### src/rtl/vu_meter_multich.sv
// Multi-channel VU meter: per-channel leaky level, peak-hold bar/dot LEDs and sticky clip flags.
// Level is updated 1 cycle after accept and LEDs refresh once per tick; s_ready_o drops for 2 cycles after each accept.
module vu_meter_multich #(
  parameter int              NUM_CH          = 2,
  parameter int              DATA_W          = 24,
  parameter int              LEVEL_W         = 32,
  parameter int              NUM_LEDS        = 8,
  parameter int              DECAY_SHIFT     = 11,
  parameter int              SCALE_SHIFT     = 12,
  parameter longint unsigned TH_BASE         = 1000,
  parameter int              TH_LOG_STEP     = 1,
  parameter int              LED_DIV         = 540000,
  parameter int              PEAK_HOLD_TICKS = 25,
  parameter longint unsigned CLIP_LEVEL      = (64'd1 << (DATA_W-1)) - 64'd1,
  localparam int             CH_W            = (NUM_CH > 1) ? $clog2(NUM_CH) : 1
) (
  input  logic                         clk_i,
  input  logic                         rst_i,
  input  logic signed [DATA_W-1:0]     s_data_i,
  input  logic [CH_W-1:0]              s_ch_i,
  input  logic                         s_valid_i,
  output logic                         s_ready_o,
  input  logic                         mode_i,
  input  logic                         clip_clr_i,
  output logic [NUM_CH*NUM_LEDS-1:0]   leds_o,
  output logic [NUM_CH-1:0]            clip_o
);

  localparam int PW = $clog2(NUM_LEDS + 1);
  localparam int HW = (PEAK_HOLD_TICKS > 0) ? $clog2(PEAK_HOLD_TICKS + 1) : 1;
  localparam int DW = $clog2(LED_DIV);

  logic [LEVEL_W-1:0]        level_q [NUM_CH];
  logic [PW-1:0]             peak_q  [NUM_CH];
  logic [HW-1:0]             hold_q  [NUM_CH];
  logic [PW-1:0]             peak_n  [NUM_CH];
  logic [HW-1:0]             hold_n  [NUM_CH];
  logic [PW-1:0]             bar_w   [NUM_CH];
  logic [NUM_CH*NUM_LEDS-1:0] leds_q, leds_n;
  logic [NUM_CH-1:0]         clip_q;
  logic [DW-1:0]             div_q;
  logic                      ready_q, gap_q;
  logic                      acc, tick, clip_hit;
  logic [DATA_W-1:0]         mag;

  function automatic logic [63:0] th(input int k);
    return TH_BASE << (k * TH_LOG_STEP);
  endfunction

  // Saturating leaky integrator; the extra top bit catches overflow.
  function automatic logic [LEVEL_W-1:0] next_level(input logic [LEVEL_W-1:0] lvl,
                                                     input logic [DATA_W-1:0]  m);
    logic [LEVEL_W:0] sum;
    sum = {1'b0, lvl - (lvl >> DECAY_SHIFT)} + (LEVEL_W+1)'(m >> SCALE_SHIFT);
    return sum[LEVEL_W] ? '1 : sum[LEVEL_W-1:0];
  endfunction

  assign acc       = s_valid_i & ready_q;
  assign tick      = (div_q == DW'(LED_DIV - 1));
  assign mag       = s_data_i[DATA_W-1] ? (~s_data_i + DATA_W'(1)) : s_data_i;
  assign clip_hit  = (64'(mag) >= CLIP_LEVEL);
  assign s_ready_o = ready_q;
  assign leds_o    = leds_q;
  assign clip_o    = clip_q;

  always_comb begin
    leds_n = '0;
    for (int c = 0; c < NUM_CH; c++) begin
      bar_w[c]  = '0;
      peak_n[c] = peak_q[c];
      hold_n[c] = hold_q[c];
      for (int k = 0; k < NUM_LEDS; k++)
        if (64'(level_q[c]) > th(k)) bar_w[c] = bar_w[c] + PW'(1);
      if (bar_w[c] >= peak_q[c]) begin
        peak_n[c] = bar_w[c];
        hold_n[c] = HW'(PEAK_HOLD_TICKS);
      end else if (hold_q[c] != '0) begin
        hold_n[c] = hold_q[c] - HW'(1);
      end else if (peak_q[c] != '0) begin
        peak_n[c] = peak_q[c] - PW'(1);
      end
      // peak LED is index peak-1, compared as k+1 to avoid underflow at 0
      for (int k = 0; k < NUM_LEDS; k++) begin
        if (mode_i)
          leds_n[c*NUM_LEDS + k] = (int'(bar_w[c]) == k + 1) || (int'(peak_n[c]) == k + 1);
        else
          leds_n[c*NUM_LEDS + k] = (k < int'(bar_w[c])) || (int'(peak_n[c]) == k + 1);
      end
    end
  end

  always_ff @(posedge clk_i) begin
    if (rst_i) begin
      for (int c = 0; c < NUM_CH; c++) begin
        level_q[c] <= '0;
        peak_q[c]  <= '0;
        hold_q[c]  <= '0;
      end
      leds_q  <= '0;
      clip_q  <= '0;
      div_q   <= '0;
      ready_q <= 1'b0;
      gap_q   <= 1'b0;
    end else begin
      if (acc) begin
        ready_q <= 1'b0;
        gap_q   <= 1'b1;
      end else if (gap_q) begin
        gap_q   <= 1'b0;
      end else begin
        ready_q <= 1'b1;
      end
      div_q <= tick ? '0 : div_q + DW'(1);
      // Out-of-range channel tags match no c, so the sample is simply consumed.
      for (int c = 0; c < NUM_CH; c++) begin
        if (acc && (32'(s_ch_i) == c)) level_q[c] <= next_level(level_q[c], mag);
        if (acc && (32'(s_ch_i) == c) && clip_hit) clip_q[c] <= 1'b1;
        else if (clip_clr_i)                        clip_q[c] <= 1'b0;
      end
      if (tick) begin
        peak_q <= peak_n;
        hold_q <= hold_n;
        leds_q <= leds_n;
      end
    end
  end

endmodule

### config.mk
export PLATFORM = sky130hd
export DESIGN_NAME = vu_meter_multich
export DESIGN_NICKNAME = d
export VERILOG_FILES = /design/src/rtl/vu_meter_multich.sv
export SDC_FILE = /design/constraint.sdc
export NUM_CORES = 1
export LEC_CHECK = 0
export BUFFER_PORTS_ARGS = -buffer_cell sky130_fd_sc_hd__buf_2
export CORE_UTILIZATION = 45
export DETAILED_ROUTE_END_ITERATION = 10
export PLACE_DENSITY = 0.63
export SLEW_MARGIN = 10
export SYNTH_ARGS = -nofsm -noshare
export SYNTH_HDL_FRONTEND = slang
export SYNTH_SLANG_ARGS = --single-unit
### constraint.sdc
create_clock -name clk_i -period 9.4 [get_ports clk_i]
set_input_delay 1.41 -clock clk_i [delete_from_list [all_inputs] [get_ports clk_i]]
set_output_delay 1.41 -clock clk_i [all_outputs]
set_load 0.05 [all_outputs]
==> results.cfg <==
[run_status]
status = completed

[flow_run]
max-cap-violations = 0

[synth]
yosysMostFrequentCell = a21oi_1
ys_ff_latch = 122
syn_area_um2 = 12500
async_flop_share = 0
yosys.area.top_type = edfxtp_1
synth_ff_type = edfxtp_1
synth-edff-count = 64
synth_cells = 1574
syn_nets = 1702
synth_top_area_frac = 0.154
ys_seq_area_frac = 0.246
ys_types = 94
synthTopCellsByCount = a21oi_1 (163), nor2_1 (120), inv_1 (118)
synthTopCellsByArea = edfxtp_1 (15%), ha_1 (9.4%), dfxtp_1 (9.3%), xnor2_1 (6.8%), a21oi_1 (6.5%)
yosysWarnings = 0
syn_avg_cell_area_um2 = 7.95

[route]
dr_total_vias = 11800
viasPerCell = 5.92
dr.pass1.iters = 6
drt_iter0_drc = 1192
ant_nets = 0
drt-wirelength-per-cell_um = 16.7
drt-total-wl_mm = 33.1
drc_errors = 0

[setup_path]
r2r_start = level_q[0][24]
cp_common_cell = ha_1
r2r_slack_ns = 0.85
crit_fanout = 20
critPathCaptureType = register
reg2reg_to = leds_o[5]
arrival_ns = 8.86
rr_worst_depth = 33
start_kind = register
path_buf_inv = 4
critPathTopFamily = simple AND/OR/NAND/NOR gates
crit_required_ns = 9.71
cp_slowest_stage_delay_ns = 0.50
cp_slowest_cell = ha_1
worst-setup-path-type = register to register

[timing]
rsz0062_at_grt = false
setup_viol = 0
skew_ns = 0.0143
tns_ns = 0
fin_crit_ns = 8.55
finalCritPeriodShare = 0.909
timing.final.hold_violations = 0
slew_viol_final = 0
fmax_ghz = 0.117
worst_slew_pin_slew_ns = 1.16
relSlewSlack = 0.224

[power]
p_total_mw = 2.09
irDropWorstVdd_mv = 0.127
p_per_area_nw_per_um2 = 153
p_leak_nw = 5.60

[global_route]
gr-usage-all-layers = 0.233
grt_pass1_wl_mm = 53.9
grt_pass1_vias = 10600
antenna_found_initial = 1
grt_max_degree = 66
overflow = 0

[cells_and_area]
areaGrowthSynthToFinish_pct = 9.19
fin_nets = 1730
drive_gt1_frac = 0.0817

[clock_tree]
clock-sinks = 122
holdBufCountCts = 0
numCtsBuffers = 17
clk-insertion-delay-late_ns = 0.43
clk_transition_reported_paths_ns = 0.06
cts.repair.resized = 0
cts_setup_buffers = 0
cts_buffer_depth = 2
cts_root_buf = clkbuf_16
cts_tree = built
h-tree-depth = 4

[floorplan]
dieArea_um2 = 28500
io_pins = 49
die_width_um = 169
design.core.area_um2 = 27100
die_h_um = 169
rows = 60
initial_core_util = 0.462

[worst_hold_path]
holdCritPathClass = register to register
min_to = div_q[0]
hold_start = div_q[0]
hold_path_depth = 1

[place]
gp_congestion = 0.911
dpl.hpwl_mm = 25.0
portBuffers = 48
## how the worst max path moves through the flow
stage | endpoint | cells past startpoint | slack, ns | startpoint
finish | leds_o[5] | 33 | 0.85 | level_q[0][24]
global route | leds_o[4] | 33 | 0.25 | level_q[0][24]
CTS | leds_o[5] | 33 | 0.92 | level_q[0][24]
detailed placement | leds_o[5] | 33 | 0.95 | level_q[0][24]
global placement | leds_o[5] | 33 | 1.20 | level_q[0][24]
floorplan | leds_o[0] | 33 | 1.42 | level_q[0][29]
## metrics by stage
stage          utilization  instance area (µm²)  worst slack [ns]  hold WS [ns]  cells
2_1_floorplan            -                12500              1.42         0.418   1574
3_3_place_gp         0.483                13100              1.20         0.430   1955
3_5_place_dp         0.483                13100             0.948         0.441   1955
4_1_cts              0.504                13700             0.923         0.451   1987
5_1_grt              0.504                13700             0.250         0.479   1988
6_report             0.504                13700             0.854         0.446   1988
## routing by layer
| metal | part of all wire | GRT usage | vias to the layer above | routed length, µm |
|---|---|---|---|---|
| met1 | 0.51 | 0.349 | 5497 | 16800 |
| met4 | 0.016 | 0.0708 | 0 | 545 |
| met5 | 0 | 0 | - | 0 |
| li1 | - | - | 5842 | - |
| met3 | 0.057 | 0.0334 | 38 | 1890 |
| met2 | 0.42 | 0.343 | 394 | 13900 |
## registers in the layout, summed over array words and instances (netlist names)
register	cells
div_q	20
hold_q	10
s_ready_o	1
leds_o	16
peak_q	8
clip_o	2
level_q	64
gap_q	1
## power breakdown
part           switching, mW  total (mW)  internal, mW  leakage (nW)
Clock                  0.257       0.644         0.387         0.270
Combinational          0.480       0.815         0.335          4.19
Sequential            0.0412       0.634         0.593          1.14
## placed cells by master (no fill, tap or decap), types with 25 or more instances in the layout
cell type  count
buf_2         48
dfxtp_1       58
nand3_1       48
nor2_1       119
nand2_1      116
o21ai_0       84
edfxtp_1      64
nand4_1       32
xnor2_1       97
ha_1          94
nor3_1        42
nand2b_1      25
inv_1        118
a21oi_1      163
xor2_1        55
a21o_1        53
## area by class of cell
cell class              count  area (µm²)
clock buffers              19         433
inverters                 118         443
clock inverters            13         129
diodes                      1        2.50
flip-flops and latches    122        3080
multi-input cells        1287        8810
repair buffers             56         300
well taps                 372         465
fillers                  2668       13400
## kinds of logic after synthesis
| kind of cell | share of synthesized area |
|---|---|
| AOI/OAI and AO/OA | 0.240 |
| xor gates and xnor gates | 0.116 |
| adders and majority gates | 0.100 |
| buffers and inverters | 0.0500 |
| DFF | 0.246 |
| muxes | 0.00970 |
| and+or+nand+nor | 0.239 |
(Power assumes the default switching activity.)
